File: src/rtl/lcd_text_console.sv
// ============================================================================
// Module   : lcd_text_console
// Brief    : Character-stream terminal front end for the text LCD. Accepts
//            one byte per handshake, tracks the cursor, handles CR/LF/BS/FF
//            and turns every accepted byte into byte-wide MMIO writes into
//            the LCD text VRAM (even address = ASCII, odd = attribute).
// Revision : 1.0 - initial release
// ============================================================================
`default_nettype none

`ifndef MMIO_ADDR_LCD
`define MMIO_ADDR_LCD 16'h8000
`endif

module lcd_text_console #(
    parameter logic [15:0] MMIO_BASE    = `MMIO_ADDR_LCD,
    parameter int          COLS         = 60,
    parameter int          ROWS         = 17,
    parameter logic [7:0]  DEFAULT_ATTR = 8'h0F
) (
    input  logic        clock,
    input  logic        reset,
    input  logic [7:0]  in_data,
    input  logic        in_valid,
    output logic        in_ready,
    input  logic [7:0]  attr_data,
    input  logic        attr_we,
    output logic [15:0] mmio_addr,
    output logic [7:0]  mmio_data,
    output logic        mmio_req,
    input  logic        mmio_done,
    output logic [5:0]  cursor_col,
    output logic [4:0]  cursor_row,
    output logic        busy
);

    localparam logic [5:0] c_last_col      = 6'(COLS - 1);
    localparam logic [9:0] c_last_col_idx  = 10'(COLS - 1);
    localparam logic [4:0] c_last_row      = 5'(ROWS - 1);
    localparam logic [9:0] c_last_cell     = 10'(COLS * ROWS - 1);
    localparam logic [9:0] c_cols          = 10'(COLS);
    localparam logic [7:0] c_space         = 8'h20;

    typedef enum logic [2:0] {
        S_IDLE       = 3'd0,
        S_DECODE     = 3'd1,
        S_WR_LO      = 3'd2,
        S_WR_HI      = 3'd3,
        S_CLR_ROW    = 3'd4,
        S_CLR_SCREEN = 3'd5
    } state_t;

    state_t      r_state;
    logic [7:0]  r_char;       // latched input byte (space for a backspace erase)
    logic [7:0]  r_attr;
    logic [5:0]  r_col;
    logic [4:0]  r_row;
    logic [9:0]  r_cnt;        // cell counter during row / screen clears
    logic        r_half;       // 0 = ASCII byte, 1 = attribute byte of a clear cell
    logic        r_adv;        // cell write advances the cursor (printable, not BS)
    logic        r_req;
    logic [15:0] r_addr;
    logic [7:0]  r_data;

    logic [9:0]  w_row_base;
    logic [9:0]  w_cell;
    logic        w_half;
    logic [15:0] w_addr;
    logic [7:0]  w_wdata;
    logic        w_wr_state;
    logic        w_issue;
    logic        w_ack;
    logic [4:0]  w_next_row;

    assign w_row_base = 10'(r_row) * c_cols;
    assign w_next_row = (r_row == c_last_row) ? 5'd0 : r_row + 5'd1;
    assign w_wr_state = (r_state == S_WR_LO) || (r_state == S_WR_HI) ||
                        (r_state == S_CLR_ROW) || (r_state == S_CLR_SCREEN);
    // A write is launched in the first cycle of a write step with req low;
    // the one-cycle low gap after each acknowledge falls out of this.
    assign w_issue    = w_wr_state && !r_req;
    assign w_ack      = r_req && mmio_done;
    assign w_addr     = MMIO_BASE + {5'd0, w_cell, w_half};

    // Select the target cell, byte half and write data for the current step
    always_comb begin
        w_cell  = w_row_base + {4'd0, r_col};
        w_half  = 1'b0;
        w_wdata = r_char;
        case (r_state)
            S_WR_LO: begin
                w_half  = 1'b0;
                w_wdata = r_char;
            end
            S_WR_HI: begin
                w_half  = 1'b1;
                w_wdata = r_attr;
            end
            S_CLR_ROW: begin
                w_cell  = w_row_base + r_cnt;
                w_half  = r_half;
                w_wdata = r_half ? r_attr : c_space;
            end
            S_CLR_SCREEN: begin
                w_cell  = r_cnt;
                w_half  = r_half;
                w_wdata = r_half ? r_attr : c_space;
            end
            default: begin
                w_cell  = w_row_base + {4'd0, r_col};
                w_half  = 1'b0;
                w_wdata = r_char;
            end
        endcase
    end

    // Console state machine, cursor tracking and MMIO write handshake
    always_ff @(posedge clock) begin
        if (reset) begin
            r_state <= S_CLR_SCREEN;
            r_char  <= 8'd0;
            r_attr  <= DEFAULT_ATTR;
            r_col   <= 6'd0;
            r_row   <= 5'd0;
            r_cnt   <= 10'd0;
            r_half  <= 1'b0;
            r_adv   <= 1'b0;
            r_req   <= 1'b0;
            r_addr  <= 16'd0;
            r_data  <= 8'd0;
        end else begin
            if (attr_we) begin
                r_attr <= attr_data;
            end

            if (w_issue) begin
                r_req  <= 1'b1;
                r_addr <= w_addr;
                r_data <= w_wdata;
            end else if (w_ack) begin
                r_req  <= 1'b0;
            end

            case (r_state)
                S_IDLE: begin
                    if (in_valid) begin
                        r_char  <= in_data;
                        r_state <= S_DECODE;
                    end
                end

                S_DECODE: begin
                    r_adv <= 1'b0;
                    if (r_char >= 8'h20 && r_char <= 8'h7E) begin
                        r_adv   <= 1'b1;
                        r_state <= S_WR_LO;
                    end else begin
                        case (r_char)
                            8'h0D: begin
                                r_col   <= 6'd0;
                                r_state <= S_IDLE;
                            end
                            8'h0A: begin
                                r_col   <= 6'd0;
                                r_row   <= w_next_row;
                                r_cnt   <= 10'd0;
                                r_half  <= 1'b0;
                                r_state <= S_CLR_ROW;
                            end
                            8'h08: begin
                                // Backspace never wraps to the previous row
                                if (r_col != 6'd0) begin
                                    r_col   <= r_col - 6'd1;
                                    r_char  <= c_space;
                                    r_state <= S_WR_LO;
                                end else begin
                                    r_state <= S_IDLE;
                                end
                            end
                            8'h0C: begin
                                r_cnt   <= 10'd0;
                                r_half  <= 1'b0;
                                r_state <= S_CLR_SCREEN;
                            end
                            default: r_state <= S_IDLE;
                        endcase
                    end
                end

                S_WR_LO: begin
                    if (w_ack) begin
                        r_state <= S_WR_HI;
                    end
                end

                S_WR_HI: begin
                    if (w_ack) begin
                        if (!r_adv) begin
                            r_state <= S_IDLE;
                        end else if (r_col == c_last_col) begin
                            // Wrap: new line, which wipes the row it lands on
                            r_col   <= 6'd0;
                            r_row   <= w_next_row;
                            r_cnt   <= 10'd0;
                            r_half  <= 1'b0;
                            r_state <= S_CLR_ROW;
                        end else begin
                            r_col   <= r_col + 6'd1;
                            r_state <= S_IDLE;
                        end
                    end
                end

                S_CLR_ROW: begin
                    if (w_ack) begin
                        r_half <= ~r_half;
                        if (r_half) begin
                            if (r_cnt == c_last_col_idx) begin
                                r_state <= S_IDLE;
                            end else begin
                                r_cnt <= r_cnt + 10'd1;
                            end
                        end
                    end
                end

                S_CLR_SCREEN: begin
                    if (w_ack) begin
                        r_half <= ~r_half;
                        if (r_half) begin
                            if (r_cnt == c_last_cell) begin
                                r_col   <= 6'd0;
                                r_row   <= 5'd0;
                                r_state <= S_IDLE;
                            end else begin
                                r_cnt <= r_cnt + 10'd1;
                            end
                        end
                    end
                end

                default: r_state <= S_IDLE;
            endcase
        end
    end

    assign in_ready   = (r_state == S_IDLE);
    assign busy       = (r_state != S_IDLE);
    assign mmio_req   = r_req;
    assign mmio_addr  = r_addr;
    assign mmio_data  = r_data;
    assign cursor_col = r_col;
    assign cursor_row = r_row;

endmodule

`default_nettype wire

File: config.mk
export PLATFORM = sky130hd
export DESIGN_NAME = lcd_text_console
export DESIGN_NICKNAME = d
export VERILOG_FILES = /design/src/rtl/lcd_text_console.sv
export SDC_FILE = /design/constraint.sdc
export NUM_CORES = 1
export LEC_CHECK = 0
export CAP_MARGIN = 20
export CORE_MARGIN = 10
export CORE_UTILIZATION = 50
export CTS_CLUSTER_DIAMETER = 50
export DETAILED_ROUTE_END_ITERATION = 16
export GPL_TIMING_DRIVEN = 0
export PLACE_DENSITY = 0.77
export SKIP_LAST_GASP = 1
export SYNTH_ARGS = -nofsm -noshare
export SYNTH_HDL_FRONTEND = slang
export SYNTH_SLANG_ARGS = --single-unit
File: constraint.sdc
create_clock -name clock -period 3.5 [get_ports clock]
set_input_delay 0.875 -clock clock [delete_from_list [all_inputs] [get_ports clock]]
set_output_delay 0.875 -clock clock [all_outputs]
set_load 0.01 [all_outputs]
==> results.md, run 1 <==
* Critical Path, Cell by Cell: fa_1 -> fa_1 -> ha_1 -> a21o_1 -> a21oi_2 -> xnor2_1 -> ha_1 -> or3_1 -> o211ai_1 -> xnor3_1 -> a31o_2
* Period utilization at 100%
* Grt total ovfl at 0
* Failing checks: negative setup slack
* Power Dens Cells at 334 nW/um^2
* Area fraction of the dominant cell type after synthesis at between 20% and 30%
* # nets final at around 650
* Number of synthesized flops with an enable pin at 0
* Core region area at ~8600 sq um
* Vias per cell at roughly 6.2
* Buffers & Inverters on Critical Path at 0
* Setup ws final at -0.00740 ns
* Iter 0 DRT Violations at about 470
* Post-Synthesis Cells at between 500 and 600
* Comb pwr share at approximately 23%
* CTS Buffer Depth at 2
* CTS tree: built
* # Max-Cap Violations at 0
* PnR Total Power at ~1.8 mW
* Clock Power Share at 33.4%
* Largest net degree at the start of global routing at 13
* Place WS at -0.167 ns
* Share of layout cells above drive strength 1 at 11.8%
* Sw Pwr at 0.581 mW
* # diodes at 0
* Fin. Hold Viols at 0
* Number of fill cells at between 700 and 800
* Sink count of the clock tree at 63
* Global-route wire length before repair at approximately 22 mm
* Num CTS Buffers at 9
* Avg Cell Area, Syn at ~8.4 sq um
* Min Clock Period, post-route at 3.51 ns
* H-Tree Depth at 3
* Main flop type after synthesis: dfxtp_1
* IO Port Bufs at between 50 and 60
* # setup viols final at 1
* Pins Over Slew Limit at 0
* Via Count at 4403
* Pint at 1.20 mW
* Register clock-pin slew on the reported worst setup and hold paths at 0.08 ns
* YS warnings at 0
* CP peak stage delay at between 0.5 and 0.6 ns
* Routed Antenna Nets at 0
* Initial antenna violation count at 0
* Status: finished, violations left
* Critical Path Sink Type: flop
* Filler-free cell count of the finished design at a little over 700
* Vias in the first global route at around 4.3k
* Row cnt at 34
* Die X at 114 um
* Placed cells at approximately 690
* Most common library cells after synthesis: dfxtp_1 (63), nand2_1 (44), nor2_1 (37)
* Mapped cell area at about 4400 sq um
* Arr. time, crit path at 3.76 ns
* Area contributors post-synth: dfxtp_1 (29%), ha_1 (8.0%), a21oi_1 (3.8%)
* Synth area leader: dfxtp_1
* Relative slew slack at a little over two fifths
* Reg power frac at between 40% and 50%
* Switching share of power at between 30% and 40%
* Worst-margin pin slew at between 0.8 and 0.9 ns
* Asr flop ratio synth at 0%
* Worst path slowest cell: fa_1
* WS Path Type: flop to flop
* Pre-antenna DRT Iters at 5
* Distinct cells, synth at a little over 80
* Synth-to-Final Area Change at 21.6%
* Worst Hold Class: flop to flop
* RD Place Congestion at 0.912
* Routed WL at between 10 and 15 mm
* GRT Util Overall at between 10% and 20%
* CP startpoint kind: flop
* Leakage at around 2.2 nW
* Drt wl/cell at between 15 and 20 um
* Clock Skew at about 0.012 ns
* Initial Util at 50.7%
* DP HPWL at 9.79 mm
* Seq/Total Area, Yosys at around 29%
* Clock Latency Late Sink at about 0.36 ns
* Worst EP required at around 3.8 ns
* Most common cell in the netlist: dfxtp_1
* F_max at between 200 and 300 MHz
* Crit Path Max Fanout at 4
* Die Y at about 110 um
* DRC violations left at 0
* DIE AREA at around 13000 sq um
* FF+latch count, synth at 63
* Crit-path leading delay family: adder cells
* Worst VDD drop at 0.254 mV
* Unrepaired setup endpoints after global routing: yes
* CTS root buf: clkbuf_8
* Num ports at 59
[power by group through the flow]
stage / Sequential (mW) / Clock [mW] / Combinational [mW]
2_1_floorplan: 0.808 / 0 / 0.229
3_3_place_gp: 0.800 / 0 / 0.384
3_5_place_dp: 0.801 / 0 / 0.394
4_1_cts: 0.783 / 0.597 / 0.397
5_1_grt: 0.788 / 0.624 / 0.440
6_report: 0.784 / 0.596 / 0.402
[cell type report]
| class | count | area [sq um] | area share, % |
|---|---|---|---|
| plain buffers | 38 | 178 | 3.33 |
| multi-input cells | 398 | 2890 | 54.2 |
| clock buffers | 10 | 138 | 2.58 |
| clock inverters | 6 | 41.3 | 0.775 |
| flip-flops and latches | 63 | 1280 | 23.9 |
| repair buffers | 59 | 576 | 10.8 |
| inverters | 26 | 97.6 | 1.83 |
| well taps | 108 | 135 | 2.54 |
[worst reg2reg max path, cell delays in order (launching register included)]
cell and delay [ns]:
dfxtp_4 0.36, fa_1 0.58, fa_1 0.47, ha_1 0.31
a21o_1 0.19, a21oi_2 0.13, xnor2_1 0.15, ha_1 0.28
or3_1 0.35, o211ai_1 0.11, xnor3_1 0.25, a31o_2 0.23
[cell usage in the layout, fill, tap and decap left out, drive strengths merged, types with 6 or more instances in the layout]
cell type,count
xor2,6
nand2,44
xnor2,7
a21oi,33
clkbuf,34
nor3,33
fa,8
nand3,26
nand4,6
dfxtp,63
clkdlybuf4s50,53
o21ai,23
a32o,7
a221oi,17
nand2b,6
inv,28
ha,28
buf,20
mux2i,8
nor2,37
[logic make-up after synthesis]
kind of cell	count (synthesis)	share of synthesized area (%)
AND/OR/NAND/NOR	186	22.2
AO/OA/AOI/OAI	145	24.7
buffers and inverters	64	6.28
flip-flops	63	28.8
adder cells (fa/ha/maj)	36	11.7
XOR/XNOR	14	3.11
multiplexers	13	3.11
other	1	0.0856
[flip-flops by register name, summed over array words and instances, names as in the netlist]
register,flops
r_char,8
r_attr,8
r_adv,1
mmio_req,1
cursor_row,5
r_cnt,10
mmio_addr,12
r_state,3
cursor_col,6
mmio_data,8
r_half,1
[path summary, 6_finish.rpt]
check	from	endpoint	slack (ns)	cells after the start
worst min-delay path	mmio_addr[15]	mmio_addr[15]	0.48	2
worst max register to register	cursor_row[2]	mmio_addr[10]	-0.007	11
worst max-delay path	cursor_row[2]	mmio_addr[10]	-0.007	11
worst min register to register	mmio_addr[15]	mmio_addr[15]	0.48	2
[timing repair]
action                                  4_1_cts  5_1_grt
endpoints found under the setup margin        1        3
hold buffers                                  0        0
setup buffers                                 6        0
pin swaps                                    11        2
gates resized for setup                       7        5
[routing by layer]
layer | part of all wire (%) | vias to the layer above | wire length (um) | track usage [%]
met1 | 42 | 2116 | 5540 | 24.0
met3 | 7.4 | 27 | 973 | 3.94
li1 | - | 2091 | - | -
met2 | 48 | 169 | 6340 | 34.4
met4 | 2.2 | 0 | 292 | 6.77
met5 | 0 | - | 0 | 0
[metrics by stage]
stage / utilization (%) / setup TNS [ns] / hold slack [ns] / area (sq um)
final: 61.7 / -0.00740 / 0.476 / 5330
after global routing: 61.7 / -0.197 / 0.515 / 5330
after CTS: 61.6 / -0.0240 / 0.482 / 5320
after detailed placement: 58.7 / -0.167 / 0.464 / 5070
after global placement: 58.7 / -0.102 / 0.459 / 5070
after floorplan: - / 0 / 0.442 / 4400
No activity file was read; power rests on OpenSTA's default activity.
==> inputs of run 2 (changes only) <==
--- a/config.mk
+++ b/config.mk
@@ -6,7 +6,8 @@
 export NUM_CORES = 1
 export LEC_CHECK = 0
 export CAP_MARGIN = 20
-export CORE_MARGIN = 10
+export CORE_ASPECT_RATIO = 1.4
+export CORE_MARGIN = 2
 export CORE_UTILIZATION = 50
 export CTS_CLUSTER_DIAMETER = 50
 export DETAILED_ROUTE_END_ITERATION = 16
==> results.md, run 2 (synthesis results as in run 1) <==
* Grt total ovfl at 0 (unchanged)
* Worst VDD drop at 0.392 mV (+54%)
* Die Y at 115 um (+1.0%)
* GRT Util Overall at 27.2% (+7.3 points)
* DIE AREA at 9540 sq um (-26%)
* CP startpoint kind: flop
* IO Port Bufs at 53 (unchanged)
* Core Util, Final at 64.2% (+2.5 points)
* Pre-antenna DRT Iters at 5 (unchanged)
* Unrepaired setup endpoints after global routing: yes
* Leakage at 2.21 nW (+2.4%)
* DRC violations left at 0 (unchanged)
* Worst EP required at 3.73 ns (-0.03 ns)
* Worst-margin pin slew at 0.777 ns (-0.0551 ns)
* Period utilization at 100% (+0.12 points)
* CTS tree: built
* Fin. Hold Viols at 0 (unchanged)
* Critical Path, Cell by Cell: fa_2 -> fa_2 -> ha_4 -> a21o_1 -> a21oi_2 -> xnor2_2 -> ha_1 -> or3_1 -> o211ai_1 -> xnor3_1 -> a31o_2
* Clock Latency Late Sink at 0.34 ns (-0.02 ns)
* Iter 0 DRT Violations at 369 (-22%)
* Register clock-pin slew on the reported worst setup and hold paths at 0.06 ns (-0.02 ns)
* Initial antenna violation count at 0 (unchanged)
* Row cnt at 40 (+18%)
* Largest net degree at the start of global routing at 13 (unchanged)
* Core region area at 8560 sq um (-0.90%)
* Number of fill cells at 748 (-4.1%)
* Crit-path leading delay family: adder cells
* Vias per cell at 6.35 (+2.1%)
* Max reg flops at 12 (unchanged)
* Num ports at 59 (unchanged)
* Most frequent cells in the layout: dfxtp_1 (59), clkdlybuf4s50_1 (53), nand2_1 (44)
* Hold_ws at 0.473 ns (-0.00299 ns)
* Placed cells at 683 (-0.44%)
* Commonest non-fill, non-tap cell in the layout: dfxtp_1
* # Max-Cap Violations at 0 (unchanged)
* Failing checks: negative setup slack
* DP HPWL at 9.51 mm (-2.9%)
* Drt wl/cell at 18.5 um (-0.45%)
* Die X at 83.1 um (-27%)
* Sink count of the clock tree at 63 (unchanged)
* Setup ws final at -0.0116 ns (-0.00421 ns)
* Share of layout cells above drive strength 1 at 12.7% (+0.85 points)
* CTS root buf: clkbuf_16
* # setup viols final at 1 (unchanged)
* Status: finished, violations left
* CP peak stage delay at 0.59 ns (about the same)
* RD Place Congestion at 0.954 (+4.6%)
* Cts hold-fix bufs at 0 (unchanged)
* H-Tree Depth at 3 (unchanged)
* CTS Buffer Depth at 2 (unchanged)
* Min Clock Period, post-route at 3.51 ns (+0.00421 ns)
* Initial Util at 51.2% (+0.46 points)
* Relative slew slack at 47.5% (+3.7 points)
* Crit Path Max Fanout at 6 (+2)
* F_max at 285 MHz (-0.12%)
* Via Count at 4469 (+1.5%)
* Pins Over Slew Limit at 0 (unchanged)
* Critical Path Sink Type: flop
* Buffers & Inverters on Critical Path at 0 (unchanged)
* Filler-free cell count of the finished design at 704 (-0.56%)
* Arr. time, crit path at 3.74 ns (-0.02 ns)
* Synth-to-Final Area Change at 25.4%
* # diodes at 0 (unchanged)
* # nets final at 651 (-0.15%)
* WS Path Type: flop to flop
* Num CTS Buffers at 9 (unchanged)
* Crit path top cell by count: fa_2
* Clock Skew at 0.00853 ns (-0.00390 ns)
* Worst Hold Class: flop to flop
* Power Dens Cells at 393 nW/um^2 (+18%)
* Vias in the first global route at 4364 (+1.9%)
* Routed WL at 13.0 mm (-1.0%)
* Global-route wire length before repair at 21.0 mm (-2.2%)
* Worst path slowest cell: fa_2
* Routed Antenna Nets at 0 (unchanged)
[run 2: final timing paths]
path              cells past startpoint  slack, ns            end           from
setup / recovery                     11      -0.01  mmio_addr[10]  cursor_row[1]
hold / removal                        2       0.47  mmio_addr[15]  mmio_addr[15]
setup reg to reg                     11      -0.01  mmio_addr[10]  cursor_row[1]
hold reg to reg                       2       0.47  mmio_addr[15]  mmio_addr[15]
[run 2: what timing repair did]
| item | CTS | global route |
|---|---|---|
| setup endpoints to repair | 2 | 3 |
| gates resized for setup | 8 | 10 |
| setup buffers | 4 | 1 |
| pin swaps | 10 | 5 |
[run 2: cell type report]
cell class              count  area, sq um  share of cell area, %
plain buffers              38          178                   3.23
flip-flops and latches     63         1280                   23.2
repair buffers             58          568                   10.3
clock inverters             7         95.1                   1.73
well taps                 105          131                   2.39
clock buffers               9          225                   4.10
multi-input cells         398         2920                   53.2
inverters                  26         97.6                   1.78
[run 2: worst reg2reg max path: stages (launching register included)]
cell and delay [ns]:
dfxtp_4 0.37, fa_2 0.60, fa_2 0.48, ha_4 0.24, a21o_1 0.18, a21oi_2 0.19, xnor2_2 0.10, ha_1 0.31
or3_1 0.34, o211ai_1 0.10, xnor3_1 0.25, a31o_2 0.24
[run 2: through the flow]
step / total power [mW] / instance area, sq um / setup WS (ns) / setup TNS, ns
after detailed placement: 1.19 / 5060 / -0.180 / -0.180
after global placement: 1.18 / 5060 / -0.0991 / -0.0991
after CTS: 2.16 / 5440 / -0.0358 / -0.0358
after global routing: 2.23 / 5490 / -0.145 / -0.145
final: 2.16 / 5490 / -0.0116 / -0.0116
after floorplan: 1.04 / 4400 / 0.0164 / 0
[run 2: layer usage]
layer	global-route usage (%)	vias to the layer above	part of all wire [%]
li1	-	2098	-
met1	30.4	2094	39
met2	47.4	220	50
met3	4.45	57	5.8
met4	19.2	0	5.6
met5	0	-	0
[run 2: power by group]
group	internal [mW]	leakage, nW	switching [mW]
combinational	0.169	1.54	0.235
clock	0.624	0.152	0.348
sequential	0.755	0.517	0.0292
total	1.55	2.21	0.613
==> inputs of run 3 (changes only) <==
--- a/config.mk
+++ b/config.mk
@@ -12,7 +12,7 @@
 export CTS_CLUSTER_DIAMETER = 50
 export DETAILED_ROUTE_END_ITERATION = 16
 export GPL_TIMING_DRIVEN = 0
-export PLACE_DENSITY = 0.77
+export PLACE_DENSITY = 0.74
 export SKIP_LAST_GASP = 1
 export SYNTH_ARGS = -nofsm -noshare
 export SYNTH_HDL_FRONTEND = slang
==> results.md, run 3 (synthesis results as in run 1) <==
* Status: finished, violations left
* Failing checks: negative setup slack
* CTS tree: built
* Num CTS Buffers at 9 (unchanged)
* DP HPWL at 9.38 mm (-1.4%)
* Final Instance Area at 5480 sq um (-0.25%)
* Fin. Hold Viols at 0 (unchanged)
* Row cnt at 40 (unchanged)
* Via Count at 4433 (-0.81%)
* Max reg flops at 12 (unchanged)
* Power Dens Cells at 384 nW/um^2 (-2.5%)
* Worst-margin pin slew at 0.798 ns (+0.0213 ns)
* # diodes at 0 (unchanged)
* Routing usage on met3 at 6.46% (+2.0 points)
* Placed Area at 5060 sq um (unchanged)
* Top Usage Layer GRT: met2
* Routed WL at 12.9 mm (-0.55%)
* RD Place Congestion at 0.943 (-1.1%)
* Register clock-pin slew on the reported worst setup and hold paths at 0.06 ns (about the same)
* Worst EP required at 3.74 ns (about the same)
* Clock Latency Late Sink at 0.34 ns (about the same)
* Vias per cell at 6.29 (-0.95%)
* Unrepaired setup endpoints after global routing: yes
* Share of layout cells above drive strength 1 at 12.5% (-0.19 points)
* Num ports at 59 (unchanged)
* Crit Path Max Fanout at 6 (unchanged)
* # nets final at 652 (+0.15%)
* Leakage at 2.21 nW (-0.40%)
* Core region area at 8560 sq um (unchanged)
* Grt total ovfl at 0 (unchanged)
* Critical Path, Cell by Cell: fa_1 -> fa_2 -> ha_4 -> a21o_1 -> a21oi_2 -> xnor2_1 -> ha_1 -> or3_1 -> o211ai_1 -> xnor3_1 -> a31o_2
* Hold_ws at 0.470 ns (-0.00268 ns)
* Pins Over Slew Limit at 0 (unchanged)
* Initial antenna violation count at 0 (unchanged)
* DRC violations left at 0 (unchanged)
* Worst path slowest cell: fa_2
* Critical Path Sink Type: flop
* Sink count of the clock tree at 63 (unchanged)
* Commonest non-fill, non-tap cell in the layout: dfxtp_1
* DIE AREA at 9540 sq um (unchanged)
* CP startpoint kind: flop
* Synth-to-Final Area Change at 25.1%
* H-Tree Depth at 3 (unchanged)
* GRT Util Overall at 27.5% (+0.30 points)
* Worst VDD drop at 0.388 mV (-1.0%)
* F_max at 285 MHz (about the same)
* Setup ws final at -0.0123 ns (-0.000670 ns)
* Routed Antenna Nets at 0 (unchanged)
* Initial Util at 51.2% (unchanged)
* IO Port Bufs at 53 (unchanged)
* Period utilization at 100% (about the same)
* Number of fill cells at 731 (-2.3%)
* Most frequent cells in the layout: dfxtp_1 (59), clkdlybuf4s50_1 (53), nand2_1 (44)
* CP peak stage delay at 0.60 ns (about the same)
* PnR Total Power at 2.10 mW (-2.7%)
* Worst Hold Class: flop to flop
* Cts hold-fix bufs at 0 (unchanged)
* CTS root buf: clkbuf_16
* Clock Skew at 0.00731 ns (-0.00122 ns)
* Drt wl/cell at 18.4 um (-0.69%)
* CTS Buffer Depth at 2 (unchanged)
* Setup TNS at -0.0123 ns (-0.000670 ns)
* Pre-antenna DRT Iters at 7 (+2)
* Arr. time, crit path at 3.75 ns (about the same)
* Die Y at 115 um (unchanged)
* Relative slew slack at 46.1% (-1.4 points)
* Place WS at -0.180 ns (+0.000924 ns)
* Largest net degree at the start of global routing at 13 (unchanged)
* WS Path Type: flop to flop
* Met2 Use GR at 48.9% (+1.6 points)
* Vias in the first global route at 4394 (+0.69%)
* Die X at 83.1 um (unchanged)
* Global-route wire length before repair at 21.1 mm (about the same)
* # setup viols final at 1 (unchanged)
* Iter 0 DRT Violations at 358 (-3.0%)
* Met1 Usage GRT at 29.9% (-0.55 points)
* # Max-Cap Violations at 0 (unchanged)
* Min Clock Period, post-route at 3.51 ns (+0.000670 ns)
==> run 3: critical path, delay by kind of cell (launching register included) <==
kind / cells / cell delay [ns]
AO/OA/AOI/OAI: 4 / 0.65
adder cells (fa/ha/maj): 4 / 1.62
AND/OR/NAND/NOR: 1 / 0.36
flip-flops: 1 / 0.36
XOR/XNOR: 2 / 0.42
==> run 3: worst paths after layout <==
check	startpoint	to	slack, ns	cells past startpoint
setup / recovery	cursor_row[1]	mmio_addr[10]	-0.01	11
hold / removal	mmio_data[5]	mmio_data[5]	0.47	2
setup reg to reg	cursor_row[1]	mmio_addr[10]	-0.01	11
hold reg to reg	mmio_data[5]	mmio_data[5]	0.47	2
==> run 3: timing repair <==
item	in CTS	in global routing
gates resized for setup	10	8
cloned	0	0
buffers inserted	5	1
pin swaps	10	7
setup endpoints to repair	1	3
==> run 3: cell type report <==
type                       instances  area, sq um  area share [%]
buffer                            38          178            3.24
clock buffer                      10          239            4.36
sequential                        63         1280            23.3
tap                              105          131            2.40
timing repair buffer              59          576            10.5
multi-input combinational        398         2910            53.2
inverter                          26          100            1.83
clock inverter                     6         67.6            1.23
==> run 3: power breakdown <==
group	internal, mW	total, mW	leakage, nW	switching [mW]
Clock	0.573	0.920	0.142	0.347
Sequential	0.755	0.783	0.517	0.0283
Combinational	0.169	0.399	1.55	0.231
Total	1.50	2.10	2.21	0.606
==> run 3: layer usage <==
metal	vias to the layer above	wire [um]
li1	2097	-
met1	2077	4920
met2	201	6440
met3	58	831
met4	0	757
met5	-	0
==> run 3: metrics by stage <==
stage / instances / utilization (%)
2_1_floorplan: 525 / -
5_1_grt: 705 / 64.0
4_1_cts: 704 / 63.6
6_report: 705 / 64.0
3_3_place_gp: 683 / 59.2
3_5_place_dp: 683 / 59.2
